`src/rtl/output_subsystem_pkg.sv`:
```
// ---------------------------------------------------------------------------
// output_subsystem_pkg
// Purpose : shared constants and types for the matrix-to-UART print engine.
//   - ASCII codes used when formatting matrix elements
//   - FSM state encoding and separator phase encoding
//   - default MAX_DIM, RAM bus widths, converter helpers
//   - uart_tx port convention: tx_start (1-cycle request), tx_data[7:0]
//     (stable while tx_start is high), tx_busy (frame in flight),
//     tx_done (1-cycle pulse after the stop bit)
// ---------------------------------------------------------------------------
package output_subsystem_pkg;

  localparam logic [7:0] ASCII_ZERO  = 8'h30;
  localparam logic [7:0] ASCII_SPACE = 8'h20;
  localparam logic [7:0] ASCII_CR    = 8'h0D;
  localparam logic [7:0] ASCII_LF    = 8'h0A;

  localparam int MAX_DIM_DEFAULT = 5;
  localparam int ADDR_W          = 9;
  localparam int DATA_W          = 32;

  // Elements are saturated to 16 bits, so five decimal digits always suffice.
  localparam int          NUM_DIGITS = 5;
  localparam logic [2:0]  LAST_POW   = 3'd4;
  localparam logic [15:0] VALUE_SAT  = 16'hFFFF;

  typedef enum logic [2:0] {
    S_IDLE,
    S_READ,
    S_LATCH,
    S_CONV,
    S_SEND,
    S_WAIT,
    S_DONE
  } state_t;

  // Which kind of byte is being transmitted for the current element.
  typedef enum logic [1:0] {
    PH_DIGITS,  // decimal digits of the element
    PH_SEP,     // space, or CR on the last column
    PH_LF       // LF closing a row
  } phase_t;

  // Decimal weight for converter step idx (0 -> 10000 ... 4 -> 1).
  function automatic logic [15:0] pow10(input logic [2:0] idx);
    case (idx)
      3'd0:    return 16'd10000;
      3'd1:    return 16'd1000;
      3'd2:    return 16'd100;
      3'd3:    return 16'd10;
      default: return 16'd1;
    endcase
  endfunction

endpackage

```
`src/rtl/output_subsystem_if.sv`:
```
// ---------------------------------------------------------------------------
// output_subsystem_if
// Purpose : matrix RAM read port used by the print engine.
//   w_rd_en   : read strobe (engine -> RAM)
//   w_rd_addr : read address (engine -> RAM)
//   w_rd_data : read data, valid exactly one cycle after w_rd_en (RAM -> engine)
// Modports : master = engine side, slave = RAM side.
// ---------------------------------------------------------------------------
interface output_subsystem_if;
  import output_subsystem_pkg::*;

  logic              w_rd_en;
  logic [ADDR_W-1:0] w_rd_addr;
  logic [DATA_W-1:0] w_rd_data;

  modport master (output w_rd_en, output w_rd_addr, input w_rd_data);
  modport slave  (input w_rd_en, input w_rd_addr, output w_rd_data);

endinterface

```
`src/rtl/output_subsystem_uart_tx.sv`:
```
// ---------------------------------------------------------------------------
// uart_tx
// Purpose : 8N1 serial transmitter, LSB first, line idles high.
// Ports   :
//   clk, rst_n   : clock, asynchronous active-low reset
//   i_tx_start   : 1-cycle request, accepted only while not busy
//   i_tx_data    : byte to send, sampled with i_tx_start
//   o_tx         : serial line
//   o_tx_busy    : frame in flight
//   o_tx_done    : 1-cycle pulse once the stop bit has completed
// ---------------------------------------------------------------------------
module uart_tx #(
  parameter int CLK_FREQ  = 100_000_000,
  parameter int BAUD_RATE = 115200
) (
  input  logic       clk,
  input  logic       rst_n,
  input  logic       i_tx_start,
  input  logic [7:0] i_tx_data,
  output logic       o_tx,
  output logic       o_tx_busy,
  output logic       o_tx_done
);

  localparam int CLKS_PER_BIT = CLK_FREQ / BAUD_RATE;
  localparam int CNT_W        = (CLKS_PER_BIT > 1) ? $clog2(CLKS_PER_BIT) : 1;
  localparam logic [CNT_W-1:0] CNT_LAST = CNT_W'(CLKS_PER_BIT - 1);

  logic             r_busy;
  logic             r_done;
  logic [9:0]       r_shift;   // {stop, data[7:0], start}; bit 0 is on the line
  logic [CNT_W-1:0] r_clk_cnt;
  logic [3:0]       r_bit_cnt;

  always_ff @(posedge clk or negedge rst_n) begin
    if (!rst_n) begin
      r_busy    <= 1'b0;
      r_done    <= 1'b0;
      r_shift   <= '1;
      r_clk_cnt <= '0;
      r_bit_cnt <= '0;
    end else begin
      r_done <= 1'b0;
      if (!r_busy) begin
        if (i_tx_start) begin
          r_busy    <= 1'b1;
          r_shift   <= {1'b1, i_tx_data, 1'b0};
          r_clk_cnt <= '0;
          r_bit_cnt <= '0;
        end
      end else if (r_clk_cnt == CNT_LAST) begin
        r_clk_cnt <= '0;
        if (r_bit_cnt == 4'd9) begin
          r_busy <= 1'b0;
          r_done <= 1'b1;
        end else begin
          r_shift   <= {1'b1, r_shift[9:1]};
          r_bit_cnt <= r_bit_cnt + 4'd1;
        end
      end else begin
        r_clk_cnt <= r_clk_cnt + CNT_W'(1);
      end
    end
  end

  // Reset clears r_busy, so the line returns high without waiting for a clock.
  assign o_tx      = r_busy ? r_shift[0] : 1'b1;
  assign o_tx_busy = r_busy;
  assign o_tx_done = r_done;

endmodule

```
`src/rtl/output_subsystem.sv`:
```
// ---------------------------------------------------------------------------
// output_subsystem
// Purpose : reads an M x N matrix from RAM (row-major) and prints it as ASCII
//           decimal over UART: elements separated by a space, rows end CR LF.
// Ports   :
//   clk, rst_n     : clock, asynchronous active-low reset
//   w_en_output    : enable; low aborts back to idle
//   w_start        : 1-cycle start request
//   w_base_addr    : RAM address of element (0,0)
//   w_dim_m/n      : rows / columns, sampled on an accepted start
//   ram            : RAM read port (master side)
//   uart_tx        : serial line
//   w_tx_busy      : high from accepted start to done/abort
//   w_tx_done      : 1-cycle pulse after the final LF
//   w_error_flag   : last accepted start had illegal dimensions
// ---------------------------------------------------------------------------
module output_subsystem
  import output_subsystem_pkg::*;
#(
  parameter int CLK_FREQ  = 100_000_000,
  parameter int BAUD_RATE = 115200,
  parameter int MAX_DIM   = MAX_DIM_DEFAULT
) (
  input  logic                      clk,
  input  logic                      rst_n,
  input  logic                      w_en_output,
  input  logic                      w_start,
  input  logic [ADDR_W-1:0]         w_base_addr,
  input  logic [31:0]               w_dim_m,
  input  logic [31:0]               w_dim_n,
  output_subsystem_if.master        ram,
  output logic                      uart_tx,
  output logic                      w_tx_busy,
  output logic                      w_tx_done,
  output logic                      w_error_flag
);

  localparam int DIM_W = $clog2(MAX_DIM + 1);

  state_t             r_state;
  state_t             w_state_next;
  phase_t             r_phase;
  logic [DIM_W-1:0]   r_dim_m;
  logic [DIM_W-1:0]   r_dim_n;
  logic [DIM_W-1:0]   r_row;
  logic [DIM_W-1:0]   r_col;
  logic [ADDR_W-1:0]  r_addr;
  logic [15:0]        r_value;
  logic [3:0]         r_digit;
  logic [2:0]         r_pow_idx;
  logic [3:0]         r_digits [NUM_DIGITS];
  logic [2:0]         r_ndigits;
  logic [2:0]         r_byte_idx;
  logic               r_error;

  logic               w_start_ok;
  logic               w_dims_ok;
  logic               w_last_col;
  logic               w_last_row;
  logic [15:0]        w_pow;
  logic               w_conv_ge;
  logic [7:0]         w_byte;
  logic               w_rd_en;
  logic               w_tx_start;
  logic [7:0]         w_tx_data;
  logic               w_uart_line;
  logic               w_uart_busy;
  logic               w_uart_done;

  assign w_start_ok = (r_state == S_IDLE) && w_en_output && w_start;
  assign w_dims_ok  = (w_dim_m != 32'd0) && (w_dim_m <= 32'(MAX_DIM)) &&
                      (w_dim_n != 32'd0) && (w_dim_n <= 32'(MAX_DIM));
  assign w_last_col = (r_col == r_dim_n - DIM_W'(1));
  assign w_last_row = (r_row == r_dim_m - DIM_W'(1));
  assign w_pow      = pow10(r_pow_idx);
  assign w_conv_ge  = (r_value >= w_pow);

  always_comb begin
    w_byte = ASCII_LF;
    case (r_phase)
      PH_DIGITS: w_byte = ASCII_ZERO + {4'd0, r_digits[r_byte_idx]};
      PH_SEP:    w_byte = w_last_col ? ASCII_CR : ASCII_SPACE;
      default:   w_byte = ASCII_LF;
    endcase
  end

  // ---------------- state register ----------------
  always_ff @(posedge clk or negedge rst_n) begin
    if (!rst_n) r_state <= S_IDLE;
    else        r_state <= w_state_next;
  end

  // ---------------- next state / strobes ----------------
  always_comb begin
    w_state_next = r_state;
    w_rd_en      = 1'b0;
    w_tx_start   = 1'b0;
    w_tx_data    = w_byte;
    case (r_state)
      S_IDLE:  if (w_start_ok && w_dims_ok) w_state_next = S_READ;
      S_READ: begin
        w_rd_en      = w_en_output;
        w_state_next = S_LATCH;
      end
      S_LATCH: w_state_next = S_CONV;
      S_CONV:  if (!w_conv_ge && (r_pow_idx == LAST_POW)) w_state_next = S_SEND;
      S_SEND: begin
        // Waiting on !busy also covers a byte left in flight by an abort.
        if (!w_uart_busy && w_en_output) begin
          w_tx_start   = 1'b1;
          w_state_next = S_WAIT;
        end
      end
      S_WAIT: begin
        if (w_uart_done) begin
          case (r_phase)
            PH_DIGITS: w_state_next = S_SEND;
            PH_SEP:    w_state_next = w_last_col ? S_SEND : S_READ;
            default:   w_state_next = w_last_row ? S_DONE : S_READ;
          endcase
        end
      end
      S_DONE:  w_state_next = S_IDLE;
      default: w_state_next = S_IDLE;
    endcase
    if (!w_en_output) w_state_next = S_IDLE;
  end

  // ---------------- datapath ----------------
  always_ff @(posedge clk or negedge rst_n) begin
    if (!rst_n) begin
      r_phase    <= PH_DIGITS;
      r_dim_m    <= '0;
      r_dim_n    <= '0;
      r_row      <= '0;
      r_col      <= '0;
      r_addr     <= '0;
      r_value    <= '0;
      r_digit    <= '0;
      r_pow_idx  <= '0;
      r_ndigits  <= '0;
      r_byte_idx <= '0;
      r_error    <= 1'b0;
      for (int i = 0; i < NUM_DIGITS; i++) r_digits[i] <= '0;
    end else begin
      case (r_state)
        S_IDLE: begin
          if (w_start_ok) begin
            r_error <= !w_dims_ok;
            if (w_dims_ok) begin
              r_addr  <= w_base_addr;
              r_dim_m <= DIM_W'(w_dim_m);
              r_dim_n <= DIM_W'(w_dim_n);
              r_row   <= '0;
              r_col   <= '0;
            end
          end
        end
        S_LATCH: begin
          r_value    <= (|ram.w_rd_data[31:16]) ? VALUE_SAT : ram.w_rd_data[15:0];
          r_digit    <= '0;
          r_pow_idx  <= '0;
          r_ndigits  <= '0;
          r_byte_idx <= '0;
          r_phase    <= PH_DIGITS;
        end
        S_CONV: begin
          if (w_conv_ge) begin
            r_value <= r_value - w_pow;
            r_digit <= r_digit + 4'd1;
          end else begin
            // Leading zeros are dropped; the units digit is always kept so 0 prints "0".
            if ((r_digit != 4'd0) || (r_ndigits != 3'd0) || (r_pow_idx == LAST_POW)) begin
              r_digits[r_ndigits] <= r_digit;
              r_ndigits           <= r_ndigits + 3'd1;
            end
            r_digit <= '0;
            if (r_pow_idx != LAST_POW) r_pow_idx <= r_pow_idx + 3'd1;
          end
        end
        S_WAIT: begin
          if (w_uart_done) begin
            case (r_phase)
              PH_DIGITS: begin
                if (r_byte_idx == r_ndigits - 3'd1) r_phase <= PH_SEP;
                else                                 r_byte_idx <= r_byte_idx + 3'd1;
              end
              PH_SEP: begin
                if (w_last_col) begin
                  r_phase <= PH_LF;
                end else begin
                  r_col  <= r_col + DIM_W'(1);
                  r_addr <= r_addr + ADDR_W'(1);
                end
              end
              default: begin
                // Row-major storage makes the next row start at the next address.
                r_col  <= '0;
                r_row  <= r_row + DIM_W'(1);
                r_addr <= r_addr + ADDR_W'(1);
              end
            endcase
          end
        end
        default: ;
      endcase
    end
  end

  uart_tx #(
    .CLK_FREQ  (CLK_FREQ),
    .BAUD_RATE (BAUD_RATE)
  ) u_uart_tx (
    .clk        (clk),
    .rst_n      (rst_n),
    .i_tx_start (w_tx_start),
    .i_tx_data  (w_tx_data),
    .o_tx       (w_uart_line),
    .o_tx_busy  (w_uart_busy),
    .o_tx_done  (w_uart_done)
  );

  assign ram.w_rd_en   = w_rd_en;
  assign ram.w_rd_addr = r_addr;
  assign uart_tx       = w_uart_line;
  assign w_tx_busy     = (r_state != S_IDLE) && (r_state != S_DONE);
  assign w_tx_done     = (r_state == S_DONE);
  assign w_error_flag  = r_error;

endmodule
```
`src/flat_wrapper.sv`:
```
// flat-port wrapper written by rule: the top's interface ports become plain ports
module output_subsystem_flat import output_subsystem_pkg::*;
#(
  parameter int CLK_FREQ  = 100_000_000,
  parameter int BAUD_RATE = 115200,
  parameter int MAX_DIM   = MAX_DIM_DEFAULT
)
  (clk, rst_n, w_en_output, w_start, w_base_addr, w_dim_m, w_dim_n, uart_tx, w_tx_busy, w_tx_done, w_error_flag, ram_w_rd_en, ram_w_rd_addr, ram_w_rd_data);
  output_subsystem_if ram_i ();
  input  logic clk;
  input  logic rst_n;
  input  logic w_en_output;
  input  logic w_start;
  input  logic [ADDR_W-1:0] w_base_addr;
  input  logic [31:0] w_dim_m;
  input  logic [31:0] w_dim_n;
  output logic uart_tx;
  output logic w_tx_busy;
  output logic w_tx_done;
  output logic w_error_flag;
  output wire logic [$bits(ram_i.w_rd_en)-1:0] ram_w_rd_en;
  output wire logic [$bits(ram_i.w_rd_addr)-1:0] ram_w_rd_addr;
  input wire logic [$bits(ram_i.w_rd_data)-1:0] ram_w_rd_data;
  assign ram_w_rd_en = ram_i.w_rd_en;
  assign ram_w_rd_addr = ram_i.w_rd_addr;
  assign ram_i.w_rd_data = ram_w_rd_data;
  output_subsystem #(.CLK_FREQ(CLK_FREQ), .BAUD_RATE(BAUD_RATE), .MAX_DIM(MAX_DIM)) u_core (.clk(clk), .rst_n(rst_n), .w_en_output(w_en_output), .w_start(w_start), .w_base_addr(w_base_addr), .w_dim_m(w_dim_m), .w_dim_n(w_dim_n), .ram(ram_i), .uart_tx(uart_tx), .w_tx_busy(w_tx_busy), .w_tx_done(w_tx_done), .w_error_flag(w_error_flag));
endmodule
```
`config.mk`:
```
export PLATFORM = sky130hd
export DESIGN_NAME = output_subsystem_flat
export DESIGN_NICKNAME = d
export VERILOG_FILES = /design/src/rtl/output_subsystem_pkg.sv /design/src/rtl/output_subsystem_if.sv /design/src/rtl/output_subsystem_uart_tx.sv /design/src/rtl/output_subsystem.sv /design/src/flat_wrapper.sv
export SDC_FILE = /design/constraint.sdc
export NUM_CORES = 1
export LEC_CHECK = 0
export ABC_AREA = 0
export CAP_MARGIN = 20
export CORE_MARGIN = 10
export CORE_UTILIZATION = 35
export DETAILED_ROUTE_END_ITERATION = 7
export RECOVER_POWER = 50
export SYNTH_ARGS = -nofsm -noshare
export SYNTH_HDL_FRONTEND = slang
export SYNTH_SLANG_ARGS = --single-unit
```
`constraint.sdc`:
```
create_clock -name clk -period 3.67 [get_ports clk]
set_input_delay 0.367 -clock clk [delete_from_list [all_inputs] [get_ports clk]]
set_output_delay 0.367 -clock clk [all_outputs]
set_load 0.1 [all_outputs]
```
Word level (Yosys, flattened, before mapping)

Cells that the tools add are included.
Widths: inputs -> output; s select.

Add/sub/neg operators: 14
Multipliers: 0
Divide/modulo/power cells: 0
$lt $le $gt $ge: 6
Equal/unequal tests: 39
Shift-type cells: 0
Muxes and demuxes: 75
Bitwise operators: 3
Reductions and logical operators: 41

Operators with widths:

| operator            | number |
|---|---|
| $mux 10             | 7 |
| $le 32x3->1 const B | 2 |
| $reduce_bool 32->1  | 2 |
| $mux 3              | 20 |
| $pmux 14 s4         | 1 |
| $pmux 3 s2          | 7 |
| $mux 9              | 4 |
| $pmux 9 s2          | 2 |
| $mux 16             | 2 |
| $mux 4              | 8 |
| $pmux 16 s2         | 1 |
| $bwmux 20           | 1 |
| $pmux 3 s6          | 1 |
| $ge 16x14->1        | 1 |
| $pmux 8 s2          | 1 |
| $reduce_or 16->1    | 1 |
| $sub 16x14->16      | 1 |
| $add 3x1->3 const B | 5 |
| $ne 3x3->1 const B  | 5 |
| $reduce_and 3->1    | 5 |
| $ne 2x1->1 const B  | 7 |
| $bmux 4 s3          | 1 |
| $demux 4 s3         | 1 |
| $eq 3x2->1 const B  | 4 |
| other kinds (36)    | 88 |

Bits in registers: 102
Bits in latches: 0
RAM bits: 0
ROM bits: 0
Output and inout port bits: 14
Logic and storage cells: 201
Memories kept: 0

Logic depth before layout (Yosys ltp)

Gate-level depths: netlist of run 1.

Depth after elaboration: 8
Gate-level depth with buffers: 14
Gate-level depth less buffers: 13

Cells and area by module

From an unflattened synthesis of run 1, not the netlist that was laid out.

Cell total of the unflattened synthesis: 700
Area, all modules: 6517.5 sq um

Modules (own cells, without submodules):

| module           | instances | cells an instance | area each (sq um) |
|---|---|---|---|
| output_subsystem | 1         | 572               | 5152.4 |
| uart_tx          | 1         | 128               | 1365.1 |

Least setup slack after synthesis of run 1

Ideal clock, no wire load.

Path type: flip-flop to flip-flop
Start point: register u_core.r_pow_idx[0]
End point: register u_core.r_digits[2] (netlist bit)
Library setup time: 0.128 ns
Arrival time: 3.210 ns
Data required time: 3.542 ns
Slack: 0.333 ns
Cell stages (with the launch flop): 15
Cell sequence: dfrtp_1 -> inv_1 -> ha_1 -> o21ai_0 -> and3b_1 -> ha_1 -> inv_1 -> fa_1 -> a211oi_2 -> o21ai_1 -> a22o_2 -> nor2_8 -> and3_1 -> buf_4 -> mux2_1

Cells in the longest elaborated chain, start to end: 5
Elaborated cells on any way between the ends: 10
Classes of those cells: order compare: 1; eq/ne: 4; mux: 1; bitwise: 1; reduce/logical: 3

RTL lines:

| item                               | RTL line                   | RTL |
|---|---|---|
| start: declaration                 | output_subsystem.sv:50     | `logic [2:0] r_pow_idx;` |
| start signal: assignment           | output_subsystem.sv:178    | `if (r_pow_idx != LAST_POW) r_pow_idx <= r_pow_idx + 3'd1;` |
| $eq 3x2->1 (tied with other cells) | output_subsystem_pkg.sv:46 | `case (idx)` |
| $pmux 14 s4                        | output_subsystem_pkg.sv:46 |  |
| $ge 16x14->1                       | output_subsystem.sv:76     | `assign w_conv_ge = (r_value >= w_pow);` |
| $not 1->1 (no line)                | -                          |  |
| $reduce_and 3->1 (no line) (*)     | -                          |  |
| end signal: indexed assignment     | output_subsystem.sv:174    | `r_digits[r_ndigits] <= r_digit;` |
| end: declaration                   | output_subsystem.sv:51     | `logic [3:0] r_digits [NUM_DIGITS];` |

Every way passes the cells marked *; elsewhere a longest branch is shown, timed or not.
A chain may end at the register's enable or synchronous reset.

Final worst setup path of run 1

Start point: register u_core.r_pow_idx[0]
End point: register u_core.r_digits[1] (netlist bit)

Same word-level chain as after synthesis.

==> impl_metrics.py, run 1 <==
metrics = {
    "sta": {
        "timing.final.hold_violations": 0,
        "grt_setup_unrepaired": "false",
        "finalClockSkew_ns": 0.0101,
        "timing.final.crit_share": 0.933,
        "finalSetupViolations": 0,
        "final-max-slew-violation-count": 64,
        "fmaxAchievable_mhz": 292,
        "fin_crit_ns": 3.42,
        "totalNegativeSetupSlack_ns": 0,
        "worst_slew_pin_slew_ns": 1.67,
        "relSlewSlack": -0.116,
    },
    "global_routing": {
        "grt_pass1_vias": 5813,
        "grt_max_degree": 64,
        "grt_antenna_before_repair": 0,
        "grt_first_pass_wirelength_mm": 30.1,
        "globalRouteOverflowTotal": 0,
        "grtUsageTotal": 0.150,
    },
    "floorplanning": {
        "die_height_um": 156,
        "core_region_area_mm2": 0.0180,
        "fp.dieW_um": 156,
        "floorplan.initialDensity": 0.357,
        "floorplan.die_area_mm2": 0.0242,
        "rows": 49,
        "num_io_pins": 123,
    },
    "final_layout": {
        "areaGrowthSynthToFinish_pct": 27.7,
        "final_area_mm2": 0.00821,
        "nets_final": 957,
        "nFillCells": 1759,
        "layout.cells.most_common": "clkdlybuf4s50_1",
        "finalCoreUtilization": 0.456,
        "layout_common_cells": "clkdlybuf4s50_1 (118), dfrtp_1 (91), nand2_1 (69), nor2_1 (59), o21ai_0 (46)",
        "antennaDiodeCount": 0,
        "layout-drive-gt1-share": 0.0866,
    },
    "yosys": {
        "ys_ff_latch": 101,
        "yosysTopAreaCellShare": 0.358,
        "synth_enable_flop_cells": 0,
        "yosysUniqueCellTypes": 80,
        "ys_warn_count": 0,
        "mappedNetlistNets": 836,
        "synthDominantAreaCellType": "dfrtp_1",
        "flip_flop_cell_with_the_highest_count_after_synthesis": "dfrtp_1",
        "synth_cells": 694,
        "synth.yosys.seq_area_share": 0.395,
        "async_flop_share": 1.00,
        "syn_avg_cell_area_um2": 9.27,
        "yosys-top-cells-area": "dfrtp_1 (36%), ha_1 (6.2%), nand2_1 (4.0%)",
        "netlist_area_mm2": 0.00643,
    },
    "power": {
        "ir_worst_vdd_uv": 220,
        "p_per_area_mw_per_mm2": 372,
        "static-leakage-power_nw": 3.49,
    },
    "route": {
        "vias": 5743,
        "drc_errors": 0,
        "ant_nets": 0,
        "routedWlPerCell_um": 17.5,
        "drt_pre_antenna_iters": 5,
        "detail_route.vias_per_cell": 5.47,
        "total_detailed_routing_wirelength_mm": 18.4,
        "drt_first_iter_violations": 349,
    },
    "worst_setup_path": {
        "critical_path_required_ns": 3.91,
        "timing.critical_path.from": "u_core.r_pow_idx[0]",
        "cp-endpoint": "u_core.r_digits[1]",
        "critPathKind": "flip-flop to flip-flop",
        "rr_startpoint": "u_core.r_pow_idx[0]",
        "r2r.worst_path.cells": 13,
        "worst_ep_arrival_time_ns": 3.67,
        "crit_path_max_fanout": 8,
        "r2r-end": "u_core.r_digits[1]",
        "worst_setup_path_end_kind": "flip-flop",
        "launching_element_type_of_the_critical_path": "flip-flop",
        "reg2reg_slack_ns": 0.25,
    },
    "placed_design": {
        "port_buffers": 122,
        "hpwl_mm": 13.9,
        "dpl-instance-area_mm2": 0.00792,
        "place.gp.congestion": 0.840,
    },
    "cts": {
        "cts_stage_hold_buffer_count": 0,
        "cts_max_level": 3,
        "latest_clock_arrival_within_the_worst_skew_pair_ns": 0.36,
        "cts_buffers": 9,
        "clock_tree_from_tritoncts": "done",
        "clkSinkCount": 101,
        "clock-root-buffer": "clkbuf_16",
        "clock_tree.buffer_depth": 2,
        "clk_pin_slew_ns": 0.08,
    },
    "status": {
        "violations": "max-capacitance violations, max-slew violations",
        "status": "finished, violations left",
    },
    "min_path": {
        "hold_path.class": "input port to async pin",
    },
    "run": {
        "cap_violations": 1,
    },
}
==> state kept, by name (all words and copies together) (netlist names), 2 cells and up <==
signal and flops:
u_core.r_col 3, u_core.r_state 3, u_core.r_byte_idx 3, u_core.r_dim_n 3, u_core.u_uart_tx.r_shift 9, u_core.r_dim_m 3, u_core.u_uart_tx.r_clk_cnt 10, u_core.ram.w_rd_addr 9
u_core.r_digit 4, u_core.r_row 3, u_core.r_value 16, u_core.r_pow_idx 3, u_core.r_ndigits 3, u_core.r_digits 20, u_core.r_phase 2, u_core.u_uart_tx.r_bit_cnt 4
==> critical path: stages, from the launching register on <==
cell      delay (ns)
dfrtp_2         0.41
inv_1           0.07
ha_1            0.25
o21ai_1         0.19
and3b_1         0.18
ha_1            0.16
inv_1           0.06
fa_1            0.44
a211oi_4        0.29
o21ai_1         0.14
a22o_2          0.32
nor2_8          0.22
and3_2          0.26
mux2_1          0.32
==> where the power goes <==
| part | switching, W | internal, W |
|---|---|---|
| registers | 0.0000956 | 0.00122 |
| clock network | 0.000473 | 0.000492 |
| logic | 0.000405 | 0.000365 |
==> through the flow <==
stage               setup WS [ns]  std cells  hold slack, ns  power, W
floorplan                   0.333        694          0.0714   0.00181
global placement            0.197       1033           0.443   0.00209
detailed placement         0.0654       1033           0.445   0.00210
CTS                        0.0508       1049           0.139   0.00307
global route              0.00987       1049           0.479   0.00322
finish                      0.246       1049           0.438   0.00305
==> repair_timing <==
action	CTS	global route
buffers inserted	0	0
resized for setup	0	5
endpoints found under the setup margin	0	38
hold endpoints to repair	0	0
==> area by class of cell <==
class / instances / area (um2) / area share
Multi-Input combinational cell: 538 / 3690 / 0.449
Clock inverter: 6 / 51.3 / 0.00625
Inverter: 29 / 109 / 0.0133
Tap cell: 229 / 287 / 0.0349
Timing Repair Buffer: 136 / 1300 / 0.158
Sequential cell: 101 / 2540 / 0.309
Clock buffer: 10 / 239 / 0.0291
==> cells in the mapped netlist (all sizes together), types with 5 or more instances <==
cell and instances:
dfrtp 92, nand2 69, nor2 60, o21ai 55, a21oi 36, ha 32, inv 28, mux2 27
nand3 25, nor4 19, clkbuf 17, nor3 17, and3 14, nand4 14, o22ai 13, xor2 13
a31oi 12, a211oi 9, buf 9, dfstp 9, nand2b 7, nor2b 7, xnor2 7, a21o 6
and2 6, a211o 5, o31ai 5
==> cell families (layout without fill, tap and decap cells) <==
group	after synthesis	count (layout)	share of synthesized area
adder cells (fa/ha/maj)	33	33	0.0654
flip-flops	101	101	0.395
XOR/XNOR	23	23	0.0379
buffers and inverters	55	181	0.0342
AND/OR/NAND/NOR	259	259	0.207
multiplexers	33	33	0.0644
AO/OA/AOI/OAI	190	190	0.196
==> per-layer routing <==
layer / track usage / part of all wire
met2: 0.248 / 0.47
met1: 0.192 / 0.46
met5: 0 / 0
met4: 0.0544 / 0.018
met3: 0.0276 / 0.050
==> how the worst min path moves through the flow <==
stage	from	to	slack (ns)
2_1_floorplan	rst_n	u_core.r_byte_idx[0]	0.07
3_3_place_gp	u_core.u_uart_tx.r_shift[6]	u_core.u_uart_tx.r_shift[6]	0.44
3_5_place_dp	u_core.u_uart_tx.r_shift[6]	u_core.u_uart_tx.r_shift[6]	0.44
4_1_cts	rst_n	u_core.r_digits[18]	0.14
5_1_grt	u_core.u_uart_tx.r_shift[6]	u_core.u_uart_tx.r_shift[6]	0.48
6_report	rst_n	u_core.r_digits[18]	0.44
Note: power is estimated with default switching activity, not from simulation.
==> run 2: changes to the inputs <==
--- a/config.mk
+++ b/config.mk
@@ -6,7 +6,7 @@
 export NUM_CORES = 1
 export LEC_CHECK = 0
 export ABC_AREA = 0
-export CAP_MARGIN = 20
+export CAP_MARGIN = 40
 export CORE_MARGIN = 10
 export CORE_UTILIZATION = 35
 export DETAILED_ROUTE_END_ITERATION = 7
==> constraint.sdc (replaced) <==
create_clock -name clk -period 3.67 [get_ports clk]
set_input_delay 0.5505 -clock clk [delete_from_list [all_inputs] [get_ports clk]]
set_output_delay 0.5505 -clock clk [all_outputs]
set_load 0.1 [all_outputs]
==> impl_metrics.py, run 2 (synthesis results as in run 1) <==
metrics = {
    "status": {
        "status": "completed",
    },
    "global_routing": {
        "grtUsageTotal": 0.148,
        "globalRouteOverflowTotal": 0,
        "grt_first_pass_wirelength_mm": 29.6,
        "grt_pass1_vias": 5667,
        "grt_antenna_before_repair": 0,
        "grt_max_degree": 54,
    },
    "route": {
        "vias": 5711,
        "drc_errors": 0,
        "ant_nets": 0,
        "drt_pre_antenna_iters": 5,
        "routedWlPerCell_um": 17.0,
        "total_detailed_routing_wirelength_mm": 17.9,
        "drt_first_iter_violations": 446,
        "detail_route.vias_per_cell": 5.41,
    },
    "final_layout": {
        "nFillCells": 1757,
        "biggestRegsByFlops": "u_core.r_digits x20, u_core.r_value x16, u_core.u_uart_tx.r_clk_cnt x10",
        "layout.cells.most_common": "clkdlybuf4s50_1",
        "nets_final": 964,
        "multi_input_gate_area_in_the_final_layout_mm2": 0.00368,
        "register_area_mm2": 0.00254,
        "layout_common_cells": "clkdlybuf4s50_1 (116), dfrtp_1 (91), nand2_1 (69), nor2_1 (59), o21ai_0 (46)",
        "largest_register_ffs": 20,
        "areaGrowthSynthToFinish_pct": 29.3,
        "registers.top_by_ff_count": "u_core.r_digits",
        "layout-drive-gt1-share": 0.0943,
        "antennaDiodeCount": 0,
    },
    "sta": {
        "totalNegativeSetupSlack_ns": 0,
        "relSlewSlack": 0.104,
        "fin_crit_ns": 3.41,
        "final-max-slew-violation-count": 0,
        "timing.final.hold_violations": 0,
        "finalClockSkew_ns": 0.00935,
        "grt_setup_unrepaired": "false",
        "postLayoutSetupSlackWorst_ns": 0.256,
        "finalSetupViolations": 0,
        "fmaxAchievable_mhz": 293,
        "worst_slew_pin_slew_ns": 1.34,
        "timing.final.crit_share": 0.930,
    },
    "worst_setup_path": {
        "launching_element_type_of_the_critical_path": "flip-flop",
        "worst_ep_arrival_time_ns": 3.65,
        "worst_setup_path_end_kind": "flip-flop",
        "crit_path_max_fanout": 8,
        "timing.critical_path.from": "u_core.r_pow_idx[0]",
        "rr_startpoint": "u_core.r_pow_idx[0]",
        "critical_path_required_ns": 3.90,
        "critPathKind": "flip-flop to flip-flop",
    },
    "cts": {
        "latest_clock_arrival_within_the_worst_skew_pair_ns": 0.36,
        "cts_max_level": 3,
        "clock_tree.buffer_depth": 2,
        "cts_buffers": 9,
        "clk_pin_slew_ns": 0.07,
        "cts_stage_hold_buffer_count": 0,
        "clock-root-buffer": "clkbuf_16",
        "clock_tree_from_tritoncts": "done",
        "clkSinkCount": 101,
        "postCtsSetupRepairBufs": 0,
        "cts_repair_resize_count": 0,
    },
    "run": {
        "cap_violations": 0,
    },
    "placed_design": {
        "place_worst_setup_slack_ns": 0.0913,
        "place.gp.congestion": 0.843,
        "hpwl_mm": 13.7,
        "port_buffers": 122,
    },
    "floorplanning": {
        "fp.dieW_um": 156,
        "floorplan.initialDensity": 0.357,
        "rows": 49,
        "floorplan.die_area_mm2": 0.0242,
        "core_region_area_mm2": 0.0180,
        "die_height_um": 156,
        "num_io_pins": 123,
    },
    "power": {
        "p_per_area_mw_per_mm2": 361,
        "static-leakage-power_nw": 3.54,
        "ir_worst_vdd_uv": 225,
    },
    "min_path": {
        "hold_path.class": "input port to async pin",
    },
}
run 2: cell types whose count changed in the layout (fill, tap and decap cells not counted):
cell,previous run,this run
dlygate4sd3_1,0,1
buf_16,0,2
buf_8,0,4
clkinv_4,1,2
clkinv_2,1,0
clkbuf_1,4,5
inv_6,3,2
clkdlybuf4s50_1,118,116
o21ai_2,0,1
clkbuf_8,1,0
o21ai_4,1,0
clkinvlp_4,0,1
buf_4,13,15
run 2: power by group:
part	internal [W]	leakage, nW	total [W]	switching (W)
clock	0.000473	0.136	0.000925	0.000452
combinational	0.000364	2.14	0.000754	0.000391
sequential	0.00122	1.27	0.00132	0.0000990
total	0.00206	3.54	0.00300	0.000942
run 2: final timing paths:
check | to | slack (ns) | depth (start not counted)
worst min-delay path | u_core.r_digit[3] | 0.24 | 1
worst max register to register | u_core.r_digits[1] | 0.26 | 13
max in group asynchronous | u_core.ram.w_rd_addr[2] | 1.68 | 2
worst min register to register | u_core.u_uart_tx.r_shift[6] | 0.45 | 2
worst max-delay path | u_core.r_digits[1] | 0.26 | 13
min in group clk | u_core.u_uart_tx.r_shift[6] | 0.45 | 2
run 2: layer usage:
layer  track usage  vias to the layer above  routed length [um]
met4        0.0450                        0                 194
li1              -                     2833                   -
met1         0.202                     2722                8510
met3        0.0267                       11                 839
met5             0                        -                   0
met2         0.231                      145                8380
run 2: final cells by class:
type,instances,area share
clock buffers,10,0.0275
clock inverters,6,0.00647
inverters,29,0.0131
multi-input cells,538,0.443
flip-flops and latches,101,0.305
well taps,229,0.0344
repair buffers,143,0.171
run 2: critical path, cell delays in order (launching register included):
cell and delay, ns:
dfrtp_2 0.41, inv_1 0.08, ha_1 0.25, o21ai_1 0.17, and3b_1 0.18, ha_1 0.16, inv_1 0.05, fa_1 0.43
a211oi_4 0.28, o21ai_1 0.14, a22o_2 0.31, nor2_8 0.22, and3_2 0.27, mux2_1 0.33
run 2: metrics by stage:
stage | hold WS [ns] | power, W | instances | utilization | area [um2]
final | 0.235 | 0.00300 | 1056 | 0.462 | 8320
after global routing | 0.300 | 0.00320 | 1056 | 0.462 | 8320
after CTS | 0.269 | 0.00303 | 1056 | 0.464 | 8370
after detailed placement | 0.451 | 0.00209 | 1040 | 0.449 | 8090
after global placement | 0.442 | 0.00208 | 1030 | 0.439 | 7910
after floorplan | 0.255 | 0.00181 | 694 | - | 6430
==> run 3: changes to the inputs <==
--- a/config.mk
+++ b/config.mk
@@ -7,6 +7,7 @@
 export LEC_CHECK = 0
 export ABC_AREA = 0
 export CAP_MARGIN = 40
+export CORE_ASPECT_RATIO = 1.75
 export CORE_MARGIN = 10
 export CORE_UTILIZATION = 35
 export DETAILED_ROUTE_END_ITERATION = 7
==> impl_metrics.py, run 3 (synthesis results as in run 1) <==
metrics = {
    "floorplanning": {
        "floorplan.initialDensity": 0.356,
        "die_height_um": 199,
        "fp.dieW_um": 122,
        "rows": 65,
        "floorplan.die_area_mm2": 0.0244,
        "core_region_area_mm2": 0.0181,
        "num_io_pins": 123,
    },
    "route": {
        "vias": 5752,
        "ant_nets": 0,
        "routed.top_layer": "met4",
        "drc_errors": 0,
        "drt_pre_antenna_iters": 7,
        "routedWlPerCell_um": 18.0,
        "routed-wl-met2_mm": 11.0,
        "drt-met1-wl_mm": 7.01,
        "detail_route.vias_per_cell": 5.42,
        "total_detailed_routing_wirelength_mm": 19.1,
        "met3WireLength_um": 672,
        "drt_first_iter_violations": 397,
    },
    "global_routing": {
        "grt_max_degree": 79,
        "grt_antenna_before_repair": 0,
        "grtUsageTotal": 0.156,
        "globalRouteOverflowTotal": 0,
        "grt_pass1_vias": 5968,
        "grt_first_pass_wirelength_mm": 30.6,
    },
    "final_layout": {
        "registers.top_by_ff_count": "u_core.r_digits",
        "layout_common_cells": "clkdlybuf4s50_1 (114), dfrtp_1 (91), nand2_1 (69), nor2_1 (59), o21ai_0 (47)",
        "layout-drive-gt1-share": 0.0967,
        "antennaDiodeCount": 0,
        "layout.cells.most_common": "clkdlybuf4s50_1",
        "biggestRegsByFlops": "u_core.r_digits x20, u_core.r_value x16, u_core.u_uart_tx.r_clk_cnt x10",
        "largest_register_ffs": 20,
        "nets_final": 964,
        "post_layout_nonfiller_instances": 1061,
        "areaGrowthSynthToFinish_pct": 31.3,
    },
    "cts": {
        "cts_max_level": 3,
        "clkSinkCount": 101,
        "cts_buffers": 9,
        "cts_repair_resize_count": 0,
        "clock-root-buffer": "clkbuf_16",
        "clock_tree.buffer_depth": 2,
        "postCtsSetupRepairBufs": 0,
        "clock_tree_from_tritoncts": "done",
        "latest_clock_arrival_within_the_worst_skew_pair_ns": 0.36,
        "clk_pin_slew_ns": 0.08,
        "cts_stage_hold_buffer_count": 0,
    },
    "power": {
        "ir_worst_vdd_uv": 234,
        "static-leakage-power_nw": 3.59,
        "p_per_area_mw_per_mm2": 379,
    },
    "worst_setup_path": {
        "critPathKind": "flip-flop to flip-flop",
        "crit_path_max_fanout": 8,
        "worst_setup_path_end_kind": "flip-flop",
        "worst_ep_arrival_time_ns": 3.71,
        "r2r.worst_path.cells": 13,
        "critical_path_required_ns": 3.90,
        "launching_element_type_of_the_critical_path": "flip-flop",
    },
    "sta": {
        "final-max-slew-violation-count": 0,
        "hold_ws_ns": 0.465,
        "totalNegativeSetupSlack_ns": 0,
        "finalSetupViolations": 0,
        "finalClockSkew_ns": 0.0143,
        "timing.final.hold_violations": 0,
        "worst_slew_pin_slew_ns": 1.44,
        "fmaxAchievable_mhz": 288,
        "relSlewSlack": 0.0414,
        "grt_setup_unrepaired": "false",
        "fin_crit_ns": 3.48,
        "timing.final.crit_share": 0.947,
    },
    "placed_design": {
        "place.gp.congestion": 0.925,
        "placedCellCount": 1045,
        "port_buffers": 122,
        "hpwl_mm": 15.2,
    },
    "status": {
        "status": "completed",
    },
    "run": {
        "cap_violations": 0,
    },
    "min_path": {
        "whs_path_depth": 2,
        "hold_path.class": "flip-flop to flip-flop",
    },
}
-- run 3: changes by cell type in the layout (fill, tap and decap cells not counted), sizes merged --
cell,previous run,this run
clkbuf,15,13
buf,21,22
clkdlybuf4s50,116,114
bufinv,0,2
clkinv,3,2
dlygate4sd3,1,3
-- run 3: routing by layer --
layer | vias to the layer above | global-route usage
li1 | 2824 | -
met4 | 0 | 0.0592
met5 | - | 0
met3 | 25 | 0.0268
met1 | 2801 | 0.164
met2 | 102 | 0.297
-- run 3: report_power, final --
group | switching, W | internal, W
Clock | 0.000482 | 0.000619
Sequential | 0.000102 | 0.00122
Combinational | 0.000403 | 0.000368
-- run 3: cell type report --
class                      count  area [um2]
clock buffer                   9         225
clock inverter                 7         118
fill                        1780        9610
inverter                      29         109
multi-input combinational    538        3680
sequential                   101        2540
tap                          234         293
timing repair buffer         143        1480
-- run 3: metrics by stage --
stage	util	setup slack [ns]	power, W	instance area, um2
after floorplan	-	0.333	0.00181	6430
after global placement	0.439	0.231	0.00210	7920
after detailed placement	0.450	0.150	0.00211	8130
after CTS	0.469	0.119	0.00322	8470
after global routing	0.468	0.0542	0.00338	8440
final	0.468	0.195	0.00320	8440
-- run 3: worst max-delay path, cell delays in order, from the launching register on --
cell	delay, ns
dfrtp_2	0.41
inv_1	0.08
ha_1	0.25
o21ai_0	0.22
and3b_1	0.19
ha_1	0.16
inv_1	0.05
fa_1	0.41
a211oi_2	0.30
o21ai_1	0.13
a22o_2	0.31
nor2_8	0.22
and3_2	0.27
mux2_1	0.34
-- run 3: final timing paths --
check	startpoint	end	slack [ns]
min reg2reg	u_core.u_uart_tx.r_shift[6]	u_core.u_uart_tx.r_shift[6]	0.46
max in group asynchronous	rst_n	u_core.r_pow_idx[0]	2.05
min in group asynchronous	rst_n	u_core.r_digits[5]	0.52
min	u_core.u_uart_tx.r_shift[6]	u_core.u_uart_tx.r_shift[6]	0.46
max	u_core.r_pow_idx[0]	u_core.r_digits[3]	0.19
max reg2reg	u_core.r_pow_idx[0]	u_core.r_digits[3]	0.19
